[src/rtl/pmem_arbiter_if.sv]
// Signal bundle between the program-memory arbiter and its requesters and memory array.
// Handshake: dl_we is a one-cycle strobe qualified by dl_en; if_req/lpm_req are levels (lpm_req held until lpm_valid); if_valid/lpm_valid are one-cycle pulses.
interface pmem_arbiter_if #(
    parameter int A = 14
);
    logic          dl_en;
    logic          dl_we;
    logic [A:0]    dl_addr;
    logic [7:0]    dl_data;
    logic          cpu_hold;
    logic          if_req;
    logic [A-1:0]  if_addr;
    logic [15:0]   if_data;
    logic          if_valid;
    logic          lpm_req;
    logic [A:0]    lpm_addr;
    logic [7:0]    lpm_data;
    logic          lpm_valid;
    logic [A-1:0]  mem_addr;
    logic          mem_we;
    logic [15:0]   mem_wdata;
    logic [15:0]   mem_rdata;

    modport slave (
        input  dl_en, dl_we, dl_addr, dl_data,
        output cpu_hold,
        input  if_req, if_addr,
        output if_data, if_valid,
        input  lpm_req, lpm_addr,
        output lpm_data, lpm_valid,
        output mem_addr, mem_we, mem_wdata,
        input  mem_rdata
    );

    modport master (
        output dl_en, dl_we, dl_addr, dl_data,
        input  cpu_hold,
        output if_req, if_addr,
        input  if_data, if_valid,
        output lpm_req, lpm_addr,
        input  lpm_data, lpm_valid,
        input  mem_addr, mem_we, mem_wdata,
        output mem_rdata
    );
endinterface

[src/rtl/pmem_arbiter.sv]
// Single-port program-memory arbiter: image download writes, LPM byte reads and
// instruction fetch share one synchronous-read 16-bit array.
module pmem_arbiter #(
    parameter int ADDR_ROM_BUS_WIDTH = 14
) (
    input  logic              clk,
    input  logic              rst,
    pmem_arbiter_if.slave     bus,
    output logic [1:0]        state_o
);
    localparam int A = ADDR_ROM_BUS_WIDTH;

    typedef enum logic [1:0] {
        ST_RUN   = 2'd0,
        ST_LOAD  = 2'd1,
        ST_FLUSH = 2'd2
    } state_e;

    typedef enum logic [1:0] {
        GNT_NONE = 2'd0,
        GNT_IF   = 2'd1,
        GNT_LPM  = 2'd2
    } grant_e;

    state_e       state_q, state_d;
    grant_e       grant_q, grant_d;
    logic         lpm_pend_q, lpm_pend_d;
    logic         lpm_lsb_q, lpm_lsb_d;
    logic [7:0]   low_q, low_d;
    logic [15:0]  if_data_q, if_data_d;
    logic [7:0]   lpm_data_q, lpm_data_d;

    logic [A-1:0] mem_addr;
    logic         mem_we;
    logic         if_valid;
    logic         lpm_valid;
    logic [7:0]   lpm_byte;

    always_ff @(posedge clk or posedge rst) begin
        if (rst) begin
            state_q    <= ST_RUN;
            grant_q    <= GNT_NONE;
            lpm_pend_q <= 1'b0;
            lpm_lsb_q  <= 1'b0;
            low_q      <= 8'h00;
            if_data_q  <= 16'h0000;
            lpm_data_q <= 8'h00;
        end else begin
            state_q    <= state_d;
            grant_q    <= grant_d;
            lpm_pend_q <= lpm_pend_d;
            lpm_lsb_q  <= lpm_lsb_d;
            low_q      <= low_d;
            if_data_q  <= if_data_d;
            lpm_data_q <= lpm_data_d;
        end
    end

    assign if_valid  = (grant_q == GNT_IF);
    assign lpm_valid = (grant_q == GNT_LPM);
    assign lpm_byte  = lpm_lsb_q ? bus.mem_rdata[15:8] : bus.mem_rdata[7:0];

    always_comb begin
        state_d    = state_q;
        grant_d    = GNT_NONE;
        lpm_pend_d = 1'b0;
        lpm_lsb_d  = lpm_lsb_q;
        low_d      = low_q;
        if_data_d  = if_valid ? bus.mem_rdata : if_data_q;
        lpm_data_d = lpm_valid ? lpm_byte : lpm_data_q;
        mem_addr   = bus.if_addr;
        mem_we     = 1'b0;

        case (state_q)
            ST_RUN: begin
                // The pending flag keeps a still-high lpm_req from being granted
                // again while its response is on the bus; fetch takes that slot.
                if (bus.lpm_req && !lpm_pend_q) begin
                    grant_d    = GNT_LPM;
                    lpm_pend_d = 1'b1;
                    lpm_lsb_d  = bus.lpm_addr[0];
                    mem_addr   = bus.lpm_addr[A:1];
                end else if (bus.if_req) begin
                    grant_d  = GNT_IF;
                    mem_addr = bus.if_addr;
                end
                if (bus.dl_en) begin
                    state_d    = ST_LOAD;
                    lpm_pend_d = 1'b0;
                end
            end
            ST_LOAD: begin
                mem_addr = bus.dl_addr[A:1];
                if (bus.dl_en && bus.dl_we) begin
                    if (bus.dl_addr[0]) begin
                        mem_we = 1'b1;
                    end else begin
                        low_d = bus.dl_data;
                    end
                end
                if (!bus.dl_en) begin
                    state_d = ST_FLUSH;
                end
            end
            ST_FLUSH: begin
                state_d = bus.dl_en ? ST_LOAD : ST_RUN;
            end
            default: begin
                state_d = ST_RUN;
            end
        endcase
    end

    assign bus.cpu_hold  = (state_q != ST_RUN);
    assign bus.if_valid  = if_valid;
    assign bus.if_data   = if_valid ? bus.mem_rdata : if_data_q;
    assign bus.lpm_valid = lpm_valid;
    assign bus.lpm_data  = lpm_valid ? lpm_byte : lpm_data_q;
    assign bus.mem_addr  = mem_addr;
    assign bus.mem_we    = mem_we;
    assign bus.mem_wdata = {bus.dl_data, low_q};
    assign state_o       = state_q;
endmodule

[src/flat_wrapper.sv]
// flat-port wrapper written by rule: the top's interface ports become plain ports
module pmem_arbiter_flat 
#(
    parameter int ADDR_ROM_BUS_WIDTH = 14
)
  (clk, rst, state_o, bus_dl_en, bus_dl_we, bus_dl_addr, bus_dl_data, bus_cpu_hold, bus_if_req, bus_if_addr, bus_if_data, bus_if_valid, bus_lpm_req, bus_lpm_addr, bus_lpm_data, bus_lpm_valid, bus_mem_addr, bus_mem_we, bus_mem_wdata, bus_mem_rdata);
  pmem_arbiter_if #(.A((14))) bus_i ();
  input  logic clk;
  input  logic rst;
  output logic [1:0] state_o;
  input wire logic [$bits(bus_i.dl_en)-1:0] bus_dl_en;
  input wire logic [$bits(bus_i.dl_we)-1:0] bus_dl_we;
  input wire logic [$bits(bus_i.dl_addr)-1:0] bus_dl_addr;
  input wire logic [$bits(bus_i.dl_data)-1:0] bus_dl_data;
  output wire logic [$bits(bus_i.cpu_hold)-1:0] bus_cpu_hold;
  input wire logic [$bits(bus_i.if_req)-1:0] bus_if_req;
  input wire logic [$bits(bus_i.if_addr)-1:0] bus_if_addr;
  output wire logic [$bits(bus_i.if_data)-1:0] bus_if_data;
  output wire logic [$bits(bus_i.if_valid)-1:0] bus_if_valid;
  input wire logic [$bits(bus_i.lpm_req)-1:0] bus_lpm_req;
  input wire logic [$bits(bus_i.lpm_addr)-1:0] bus_lpm_addr;
  output wire logic [$bits(bus_i.lpm_data)-1:0] bus_lpm_data;
  output wire logic [$bits(bus_i.lpm_valid)-1:0] bus_lpm_valid;
  output wire logic [$bits(bus_i.mem_addr)-1:0] bus_mem_addr;
  output wire logic [$bits(bus_i.mem_we)-1:0] bus_mem_we;
  output wire logic [$bits(bus_i.mem_wdata)-1:0] bus_mem_wdata;
  input wire logic [$bits(bus_i.mem_rdata)-1:0] bus_mem_rdata;
  assign bus_i.dl_en = bus_dl_en;
  assign bus_i.dl_we = bus_dl_we;
  assign bus_i.dl_addr = bus_dl_addr;
  assign bus_i.dl_data = bus_dl_data;
  assign bus_cpu_hold = bus_i.cpu_hold;
  assign bus_i.if_req = bus_if_req;
  assign bus_i.if_addr = bus_if_addr;
  assign bus_if_data = bus_i.if_data;
  assign bus_if_valid = bus_i.if_valid;
  assign bus_i.lpm_req = bus_lpm_req;
  assign bus_i.lpm_addr = bus_lpm_addr;
  assign bus_lpm_data = bus_i.lpm_data;
  assign bus_lpm_valid = bus_i.lpm_valid;
  assign bus_mem_addr = bus_i.mem_addr;
  assign bus_mem_we = bus_i.mem_we;
  assign bus_mem_wdata = bus_i.mem_wdata;
  assign bus_i.mem_rdata = bus_mem_rdata;
  pmem_arbiter #(.ADDR_ROM_BUS_WIDTH(ADDR_ROM_BUS_WIDTH)) u_core (.clk(clk), .rst(rst), .bus(bus_i), .state_o(state_o));
endmodule
[config.mk]
export PLATFORM = sky130hd
export DESIGN_NAME = pmem_arbiter_flat
export DESIGN_NICKNAME = d
export VERILOG_FILES = /design/src/rtl/pmem_arbiter_if.sv /design/src/rtl/pmem_arbiter.sv /design/src/flat_wrapper.sv
export SDC_FILE = /design/constraint.sdc
export NUM_CORES = 1
export LEC_CHECK = 0
export CORE_MARGIN = 4
export CORE_UTILIZATION = 37
export CTS_CLUSTER_SIZE = 16
export DETAILED_ROUTE_END_ITERATION = 6
export GPL_ROUTABILITY_DRIVEN = 0
export PLACE_DENSITY = 0.85
export SLEW_MARGIN = 20
export SYNTH_ARGS = -nofsm -noshare
export SYNTH_HDL_FRONTEND = slang
export SYNTH_SLANG_ARGS = --single-unit
[constraint.sdc]
create_clock -name clk -period 4.1 [get_ports clk]
set_input_delay 0.41 -clock clk [delete_from_list [all_inputs] [get_ports clk]]
set_output_delay 0.41 -clock clk [all_outputs]
set_load 0.02 [all_outputs]
==> results of run 1 <==
how the worst max path moves through the flow:
stage / to / slack, ns / cells after the start
after global routing: bus_mem_addr[0] / 1.04 / 6
after floorplan: bus_mem_addr[10] / 2.19 / 5
after global placement: bus_mem_addr[2] / 1.28 / 6
after detailed placement: bus_mem_addr[0] / 1.19 / 6
final: bus_mem_addr[1] / 1.12 / 6
after CTS: bus_mem_addr[1] / 1.19 / 6
Yosys cell counts (2+ instances only):
| master | n |
|---|---|
| mux2_2 | 25 |
| inv_1 | 4 |
| dfrtp_1 | 38 |
| o21ai_0 | 9 |
| nand2_1 | 10 |
| a31oi_1 | 5 |
| clkbuf_1 | 3 |
| nand2b_1 | 2 |
| buf_2 | 5 |
| nor2b_1 | 2 |
| buf_4 | 8 |
| o2bb2ai_1 | 5 |
| and2_1 | 5 |
| a21oi_1 | 9 |
| nor2_1 | 3 |
| nor3_1 | 2 |
| o22ai_1 | 18 |
| mux2i_1 | 8 |
final cells by class:
class | instances | area [um^2] | share of cell area [%]
timing repair buffer | 136 | 1350 | 41.0
multi-input combinational | 108 | 807 | 24.4
tap | 67 | 83.8 | 2.54
clock inverter | 1 | 5.00 | 0.151
clock buffer | 7 | 86.3 | 2.61
sequential | 38 | 951 | 28.8
inverter | 5 | 18.8 | 0.568
registers in the layout, summed over array words and instances, names as in the netlist:
signal             count
u_core.state_o         2
u_core.grant_q         2
u_core.lpm_pend_q      1
u_core.if_data_q      16
u_core.lpm_data_q      8
u_core.lpm_lsb_q       1
u_core.low_q           8
kinds of logic after synthesis:
family          Yosys count
compound gates           47
buf+inv                  22
flops                    38
mux                      33
simple gates             28
routing by layer:
layer  track usage (%)  part of all wire (%)
met1              22.5                    37
met2              37.7                    56
met3              5.22                   5.2
met4              6.36                   1.4
met5                 0                     0
power groups by stage:
stage                     combinational [mW]  sequential, mW  clock (mW)
after floorplan                        0.292           0.520           0
after global placement                 0.621           0.505           0
after detailed placement               0.630           0.511           0
after CTS                              0.634           0.505       0.271
after global routing                   0.668           0.515       0.287
final                                  0.628           0.504       0.261
worst reg2reg max path, stage by stage (launching register included):
cell and delay, ns:
dfrtp_1 0.49, nand2b_4 0.27, nor3_4 0.41, mux2_2 0.39
stage by stage:
| stage | hold slack (ns) | setup slack [ns] | cells | utilization [%] | instance area [um^2] |
|---|---|---|---|---|---|
| 3_3_place_gp | 0.471 | 1.28 | 354 | 66.7 | 3210 |
| 4_1_cts | 0.501 | 1.19 | 362 | 68.6 | 3310 |
| 3_5_place_dp | 0.484 | 1.19 | 354 | 66.7 | 3210 |
| 6_report | 0.497 | 1.12 | 362 | 68.6 | 3310 |
| 2_1_floorplan | 0.476 | 2.19 | 168 | - | 1880 |
| 5_1_grt | 0.515 | 1.04 | 362 | 68.6 | 3310 |
==> results.json, run 1 <==
{
  "final_min_period_over_clock_period_pct": 72.6,
  "total_leakage_power_nw": 1.35,
  "layout-drive-gt1-share_pct": 13.2,
  "power.switching_uw": 463,
  "share_comb_of_total_power_pct": 45.1,
  "htree_num_levels": 2,
  "largest_fanout_on_the_critical_path": 15,
  "cp_top_family": "buffers and inverters",
  "power_frac_seq_pct": 36.1,
  "crit_start": "bus_lpm_req",
  "rsz0062_at_grt": "no",
  "fp.dieH_um": 79.4,
  "r2r_cells": 3,
  "num-fill-cells": 402,
  "ys_types": 25,
  "whs_path_depth": 1,
  "cpMaxStageDelayCell": "clkdlybuf4s50_1",
  "synth-edff-count": 0,
  "critPathBufInv": 3,
  "irDropWorstVdd_uv": 337,
  "p_total_mw": 1.39,
  "post_synth_fa_ha_maj_area_fraction_pct": 0,
  "antenna_left": 0,
  "worst_hold_path.endpoint": "u_core.if_data_q[3]",
  "timing.rr.end": "u_core.low_q[1]",
  "clock_sink_count": 38,
  "post-synth-top-area-fraction_pct": 50.5,
  "status": "completed",
  "synth.mux.area_fraction_pct": 19.2,
  "postSynthNetCount": 242,
  "grt_antenna_before_repair": 0,
  "fp.dieArea_mm2": 0.00630,
  "clkTransAtPathRegs_ns": 0.07,
  "worst_path_largest_cell_delay_ns": 0.62,
  "drt-pass1-iter-count": 4,
  "area_growth_pct": 75.4,
  "postCtsHoldBufs": 0,
  "antenna_cells": 0,
  "grt_start_max_net_pins": 25,
  "syn-mean-instance-area_um2": 11.2,
  "cts_inserted_buffers": 5,
  "mostFrequentLayoutCell": "clkdlybuf4s50_1",
  "async_reset_ff_share_pct": 100,
  "maxCapViolations": 0,
  "vias_per_cell": 5.04,
  "crit_reg_reg_startpoint": "u_core.state_o[1]",
  "synth_top_family_by_area": "multiplexers",
  "setup_tns_ns": 0,
  "area_contributors_post_synth": "dfrtp_1 (50%), mux2_2 (15%), o22ai_1 (6.0%), mux2i_1 (4.2%), buf_4 (3.2%)",
  "grt_pass1_wl_mm": 9.87,
  "timing.critical_path.mode_cell": "clkdlybuf4s50_1",
  "drt_first_iter_violations": 90,
  "globalRouteTotalUtil_pct": 20.3,
  "hpwlAfterDp_mm": 4.85,
  "cts_post_setup_buffers_inserted": 0,
  "critical_path_arrival_ns": 2.57,
  "timing.final.hold_violations": 0,
  "finalNetCount": 368,
  "internal_power_uw": 930,
  "synth_seq_cells": 38,
  "io-pin-count": 134,
  "ys_dominant_reg_cell": "dfrtp_1",
  "clock_root_buffer_master": "clkbuf_8",
  "max_slew.worst_pin.slew_ns": 0.915,
  "io_buffer_count": 133,
  "synth_area_mm2": 0.00188,
  "fin_skew_ns": 0.00763,
  "switching_share_pct": 33.2,
  "yosys.area_share.simple_pct": 8.50,
  "synth-xor-area-share_pct": 0,
  "wirelength_mm": 6.17,
  "clock_tree_from_tritoncts": "built",
  "path_class": "primary input to output pin",
  "start_util_pct": 39.1,
  "grt_remaining_overflow": 0,
  "netlist.top_cell.by_area": "dfrtp_1",
  "die_x_um": 79.4,
  "critical_path_required_ns": 3.69,
  "reg2reg_slack_ns": 2.43,
  "worst_hold_startpoint": "u_core.if_data_q[3]",
  "cp-start-kind": "primary input",
  "core_area_mm2": 0.00482,
  "endpoint_kind": "output pin",
  "slew_violations": 0,
  "timing.final.crit_period_ns": 2.98,
  "fmaxAchievable_mhz": 336,
  "synth_seq_area_share_pct": 50.5,
  "max_slew_margin_pct": 39.0,
  "first_global_vias": 2002,
  "setup_violations": 0,
  "placementRows": 25,
  "cp_cell_sequence": "clkdlybuf4s50_1, nor2b_1, buf_4, o21ai_0, o2bb2ai_1, clkdlybuf4s50_1",
  "drt_drc_violations_left": 0,
  "routed-via-count": 1826,
  "worstSkewPairLatency_ns": 0.29,
  "worstHoldPathType": "flop to flop",
  "cell_pwr_density_mw_per_mm2": 421,
  "total_of_cells_resized_after_clock_tree_synthesis": 0,
  "synth_compound_area_share_pct": 15.1,
  "share_clk_of_total_power_pct": 18.8,
  "layout.cells.most_common_list": "clkdlybuf4s50_1 (133), dfrtp_1 (38), mux2_2 (25)",
  "ys.warnings.count": 0,
  "postSynthCellCount": 168,
  "clock_path_buffers": 2,
  "average_wire_per_standard_cell_um": 17.1
}
No activity file was read; power rests on OpenSTA's default activity.
==> inputs of run 2 (changes only) <==
Settings changed: CORE_UTILIZATION 37 to 31, PLACE_DENSITY 0.85 to 0.76.
Clock period 4.1 ns to 2.7 ns, I/O delays scaled along.
==> run 2 against run 1 <==
First-iteration DRC count is 20% lower. Die area is 17% higher. Sequential power up 52%. Critical path depth decreased by 2. Core utilization decreased by 12 points. Flip-flop and latch count unchanged. Largest power group unchanged. Design area increased by 0.72%. Register-to-register slack worse by 1.4 ns.
==> results.json, run 2 (same netlist as run 1, synthesis figures left out) <==
{
  "status": "completed",
  "path_class": "flop to output pin",
  "registers_with_the_most_flip_flops": "u_core.if_data_q x16, u_core.low_q x8, u_core.lpm_data_q x8",
  "r2r_cells": 3,
  "slew_violations": 0,
  "grt_pass1_wl_mm": 9.48,
  "cp-start-kind": "flop",
  "layout-drive-gt1-share_pct": 13.9,
  "antenna_cells": 0,
  "maxCapViolations": 0,
  "worstSkewPairLatency_ns": 0.28,
  "dpl.cell_count": 365,
  "drt_first_iter_violations": 72,
  "final_cells": 371,
  "hold-worst-slack_ns": 0.396,
  "timing.rr.end": "u_core.low_q[3]",
  "fp.dieArea_mm2": 0.00739,
  "setup_violations": 0,
  "placement.cell_area_mm2": 0.00325,
  "mostFrequentLayoutCell": "clkdlybuf4s50_1",
  "placementRows": 28,
  "globalRouteTotalUtil_pct": 16.0,
  "max_slew.worst_pin.slew_ns": 0.587,
  "total_leakage_power_nw": 1.36,
  "reg2reg_slack_ns": 1.01,
  "area_growth_pct": 76.7,
  "critical_path_arrival_ns": 2.25,
  "average_wire_per_standard_cell_um": 16.1,
  "routed-via-count": 1806,
  "clock_tree_from_tritoncts": "built",
  "core_area_mm2": 0.00592,
  "rsz0062_at_grt": "no",
  "critical_path_required_ns": 2.43,
  "timing.final.hold_violations": 0,
  "clock_path_buffers": 2,
  "max_slew_margin_pct": 60.8,
  "endpoint_kind": "output pin",
  "timing.final.crit_period_ns": 2.52,
  "cts_post_setup_buffers_inserted": 0,
  "irDropWorstVdd_uv": 422,
  "postCtsHoldBufs": 0,
  "fin_skew_ns": 0.00806,
  "wirelength_mm": 5.99,
  "crit_reg_reg_startpoint": "u_core.state_o[1]",
  "grt_antenna_before_repair": 0,
  "clock_sink_count": 38,
  "clock_root_buffer_master": "clkbuf_8",
  "vias_per_cell": 4.87,
  "worstHoldPathType": "primary input to asynchronous set/reset pin",
  "layout.cells.most_common_list": "clkdlybuf4s50_1 (133), dfrtp_1 (38), mux2_2 (25)",
  "finalNetCount": 371,
  "die_x_um": 86.0,
  "cell_pwr_density_mw_per_mm2": 630,
  "drt-pass1-iter-count": 4,
  "top_register": "u_core.if_data_q",
  "largest_fanout_on_the_critical_path": 11,
  "clkTransAtPathRegs_ns": 0.07,
  "io-pin-count": 134,
  "antenna_left": 0,
  "io_buffer_count": 133,
  "htree_num_levels": 2,
  "grt_start_max_net_pins": 39,
  "setup_tns_ns": 0,
  "start_util_pct": 31.8,
  "largest_register_ffs": 16,
  "final_min_period_over_clock_period_pct": 93.5,
  "total_of_cells_resized_after_clock_tree_synthesis": 0,
  "fp.dieH_um": 86.0,
  "final_cell_area_mm2": 0.00333,
  "grt_remaining_overflow": 0,
  "drt_drc_violations_left": 0,
  "num-fill-cells": 507,
  "cts_inserted_buffers": 5,
  "p_total_mw": 2.10,
  "fmaxAchievable_mhz": 396,
  "first_global_vias": 1930,
  "hpwlAfterDp_mm": 4.73
}
## run 2: stage by stage
| step | setup WS (ns) | utilization [%] |
|---|---|---|
| floorplan | 0.932 | - |
| global placement | 0.328 | 54.8 |
| detailed placement | 0.270 | 54.8 |
| CTS | 0.180 | 56.2 |
| global route | 0.0707 | 56.2 |
| finish | 0.175 | 56.2 |
## run 2: cell type report
type                            instances  area [um^2]  area share, %
Multi-Input combinational cell        108          807           24.2
Tap cell                               75         93.8           2.82
Inverter                                5         18.8          0.564
Clock buffer                            6         82.6           2.48
Timing Repair Buffer                  139         1380           41.3
Sequential cell                        38          951           28.6
## run 2: worst max-delay path by stage
stage	start	end	slack, ns	cells after the start
4_1_cts	u_core.state_o[1]	bus_mem_addr[3]	0.18	4
3_3_place_gp	bus_lpm_req	bus_mem_addr[5]	0.33	5
3_5_place_dp	bus_lpm_req	bus_mem_addr[3]	0.27	5
5_1_grt	u_core.state_o[1]	bus_mem_addr[12]	0.07	4
2_1_floorplan	u_core.state_o[1]	bus_mem_addr[10]	0.93	5
6_report	u_core.state_o[1]	bus_mem_addr[3]	0.18	4
## run 2: worst max-delay path, cell delays in order, from the launching register on
cell             delay [ns]
dfrtp_1                0.50
or3b_2                 0.62
o22ai_1                0.18
a21oi_1                0.10
clkdlybuf4s50_1        0.58
## run 2: metal layers
layer | part of all wire, % | vias to the layer above | global-route usage (%) | wire length, um
met3 | 6.1 | 17 | 4.03 | 366
met4 | 3.1 | 0 | 6.76 | 185
li1 | - | 856 | - | -
met1 | 40 | 868 | 19.3 | 2380
met2 | 51 | 65 | 27.2 | 3060
met5 | 0 | - | 0 | 0
## run 2: where the power goes
part           internal, mW  switching, mW  total [mW]  leakage (nW)
registers             0.702         0.0629       0.765         0.462
clock network         0.197          0.185       0.382        0.0431
logic                 0.509          0.442       0.950         0.855
==> inputs of run 3 (changes only) <==
Settings changed: ABC_AREA set to 1, CORE_UTILIZATION 31 to 34, PLACE_DENSITY 0.76 to 0.77.
==> run 3 against run 2 <==
Die area increased by 6.2%. Synthesized cell count increased by 100%. Critical endpoint is now bus_mem_addr[12]. Clock power increased by 53%. Register-to-register slack improved by 0.19 ns. Routed wire length increased by 11%.
==> results.json, run 3 <==
{
  "fp.dieArea_mm2": 0.00784,
  "r2r_cells": 5,
  "vias_per_cell": 4.41,
  "largest_fanout_on_the_critical_path": 15,
  "first_global_vias": 2392,
  "critical_path_required_ns": 2.43,
  "grt_start_max_net_pins": 39,
  "registers_with_the_most_flip_flops": "u_core.if_data_q x16, u_core.low_q x8, u_core.lpm_data_q x8",
  "drt-pass1-iter-count": 4,
  "timing.final.crit_period_ns": 2.35,
  "fp.dieH_um": 88.6,
  "synth_seq_cells": 38,
  "status": "completed",
  "p_total_mw": 2.28,
  "postSynthNetCount": 413,
  "met3_length_um": 842,
  "timing.final.hold_violations": 0,
  "setup_violations": 0,
  "maxCapViolations": 0,
  "io-pin-count": 134,
  "synth_seq_area_share_pct": 43.1,
  "ys_types": 16,
  "setup_tns_ns": 0,
  "worstHoldPathType": "primary input to asynchronous set/reset pin",
  "cts_inserted_buffers": 5,
  "routed-via-count": 2403,
  "cts_post_setup_buffers_inserted": 0,
  "syn-mean-instance-area_um2": 6.51,
  "async_reset_ff_share_pct": 100,
  "cp-start-kind": "primary input",
  "core_area_mm2": 0.00631,
  "synth-edff-count": 0,
  "start_util_pct": 35.0,
  "netlist_top_cells_count": "nand2_1 (172), inv_1 (60), dfrtp_1 (38)",
  "max_slew_margin_pct": 60.1,
  "antenna_cells": 0,
  "ys.warnings.count": 0,
  "max_slew.worst_pin.slew_ns": 0.597,
  "rsz0062_at_grt": "no",
  "top_signal_layer_used": "met4",
  "io_buffer_count": 133,
  "grt_pass1_wl_mm": 10.5,
  "fin_skew_ns": 0.00755,
  "area_contributors_post_synth": "dfrtp_1 (43%), nand2_1 (29%), inv_1 (10%), nand3_1 (5.2%), buf_4 (3.4%)",
  "largest_register_ffs": 16,
  "netlist.top_cell.by_area": "dfrtp_1",
  "routedLengthMet1_mm": 2.52,
  "irDropWorstVdd_uv": 383,
  "area_growth_pct": 67.7,
  "slew_violations": 0,
  "critical_path_arrival_ns": 2.08,
  "path_class": "primary input to output pin",
  "ys_dominant_reg_cell": "dfrtp_1",
  "clock_sink_count": 38,
  "wirelength_mm": 6.67,
  "hpwlAfterDp_mm": 5.30,
  "synth_area_mm2": 0.00221,
  "total_leakage_power_nw": 1.94,
  "fmaxAchievable_mhz": 426,
  "synth_most_common_cell": "nand2_1",
  "top_register": "u_core.if_data_q",
  "cell_pwr_density_mw_per_mm2": 616,
  "finalNetCount": 541,
  "final_core_util_pct": 58.6,
  "grt_remaining_overflow": 0,
  "htree_num_levels": 2,
  "timing.rr.end": "u_core.low_q[7]",
  "endpoint_kind": "output pin",
  "clock_root_buffer_master": "clkbuf_8",
  "antenna_left": 0,
  "hold-worst-slack_ns": 0.389,
  "layout-drive-gt1-share_pct": 4.06,
  "globalRouteTotalUtil_pct": 17.2,
  "drt_drc_violations_left": 0,
  "worstSkewPairLatency_ns": 0.29,
  "crit_reg_reg_startpoint": "u_core.state_o[0]",
  "postCtsHoldBufs": 0,
  "placementRows": 29,
  "layout.cells.most_common_list": "nand2_1 (172), clkdlybuf4s50_1 (133), inv_1 (60)",
  "clkTransAtPathRegs_ns": 0.08,
  "postSynthCellCount": 339,
  "met2WireLength_mm": 3.25,
  "clock_path_buffers": 2,
  "mostFrequentLayoutCell": "nand2_1",
  "drt_first_iter_violations": 109,
  "total_of_cells_resized_after_clock_tree_synthesis": 0,
  "grt_antenna_before_repair": 0,
  "final_min_period_over_clock_period_pct": 87.0,
  "post-synth-top-area-fraction_pct": 43.1,
  "die_x_um": 88.6,
  "average_wire_per_standard_cell_um": 12.2,
  "reg2reg_slack_ns": 1.20,
  "clock_tree_from_tritoncts": "built"
}
## run 3: logic make-up after synthesis
kind of cell	count (synthesis)	share of synthesized area, %
compound gates	17	4.08
buf+inv	80	16.0
simple gates	204	36.8
flops	38	43.1
## run 3: cell type report
class | count | area [um^2]
fillers | 612 | 2610
repair buffers | 139 | 1380
flip-flops and latches | 38 | 951
multi-input cells | 221 | 903
inverters | 62 | 233
well taps | 77 | 96.3
clock buffers | 6 | 82.6
clock inverters | 2 | 60.1
## run 3: power breakdown
group | internal [mW] | switching [mW]
clock | 0.394 | 0.189
sequential | 0.695 | 0.0547
combinational | 0.456 | 0.491
## run 3: critical path: stages
cell	delay, ns
clkdlybuf4s50_1	0.48
inv_1	0.05
nor2_2	0.46
nand2_1	0.13
nand3_1	0.10
nand2_1	0.05
clkdlybuf4s50_1	0.54
## run 3: through the flow
step	setup slack [ns]	cells	cell area, um^2
finish	0.351	545	3700
global route	0.207	545	3700
CTS	0.338	545	3700
detailed placement	0.349	537	3560
global placement	0.371	537	3560
floorplan	1.16	339	2210
## run 3: routing by layer
| layer | GRT usage [%] | up-vias |
|---|---|---|
| met5 | 0 | - |
| met4 | 4.67 | 0 |
| met3 | 7.08 | 6 |
| met2 | 31.3 | 106 |
| met1 | 18.3 | 1047 |
| li1 | - | 1244 |
## run 3: worst max-delay path by stage
stage	from	end	slack (ns)
6_report	bus_lpm_req	bus_mem_addr[12]	0.35
5_1_grt	bus_lpm_req	bus_mem_addr[10]	0.21
4_1_cts	bus_lpm_req	bus_mem_addr[12]	0.34
3_5_place_dp	bus_lpm_req	bus_mem_addr[12]	0.35
3_3_place_gp	bus_lpm_req	bus_mem_addr[9]	0.37
2_1_floorplan	u_core.grant_q[1]	bus_if_data[0]	1.16
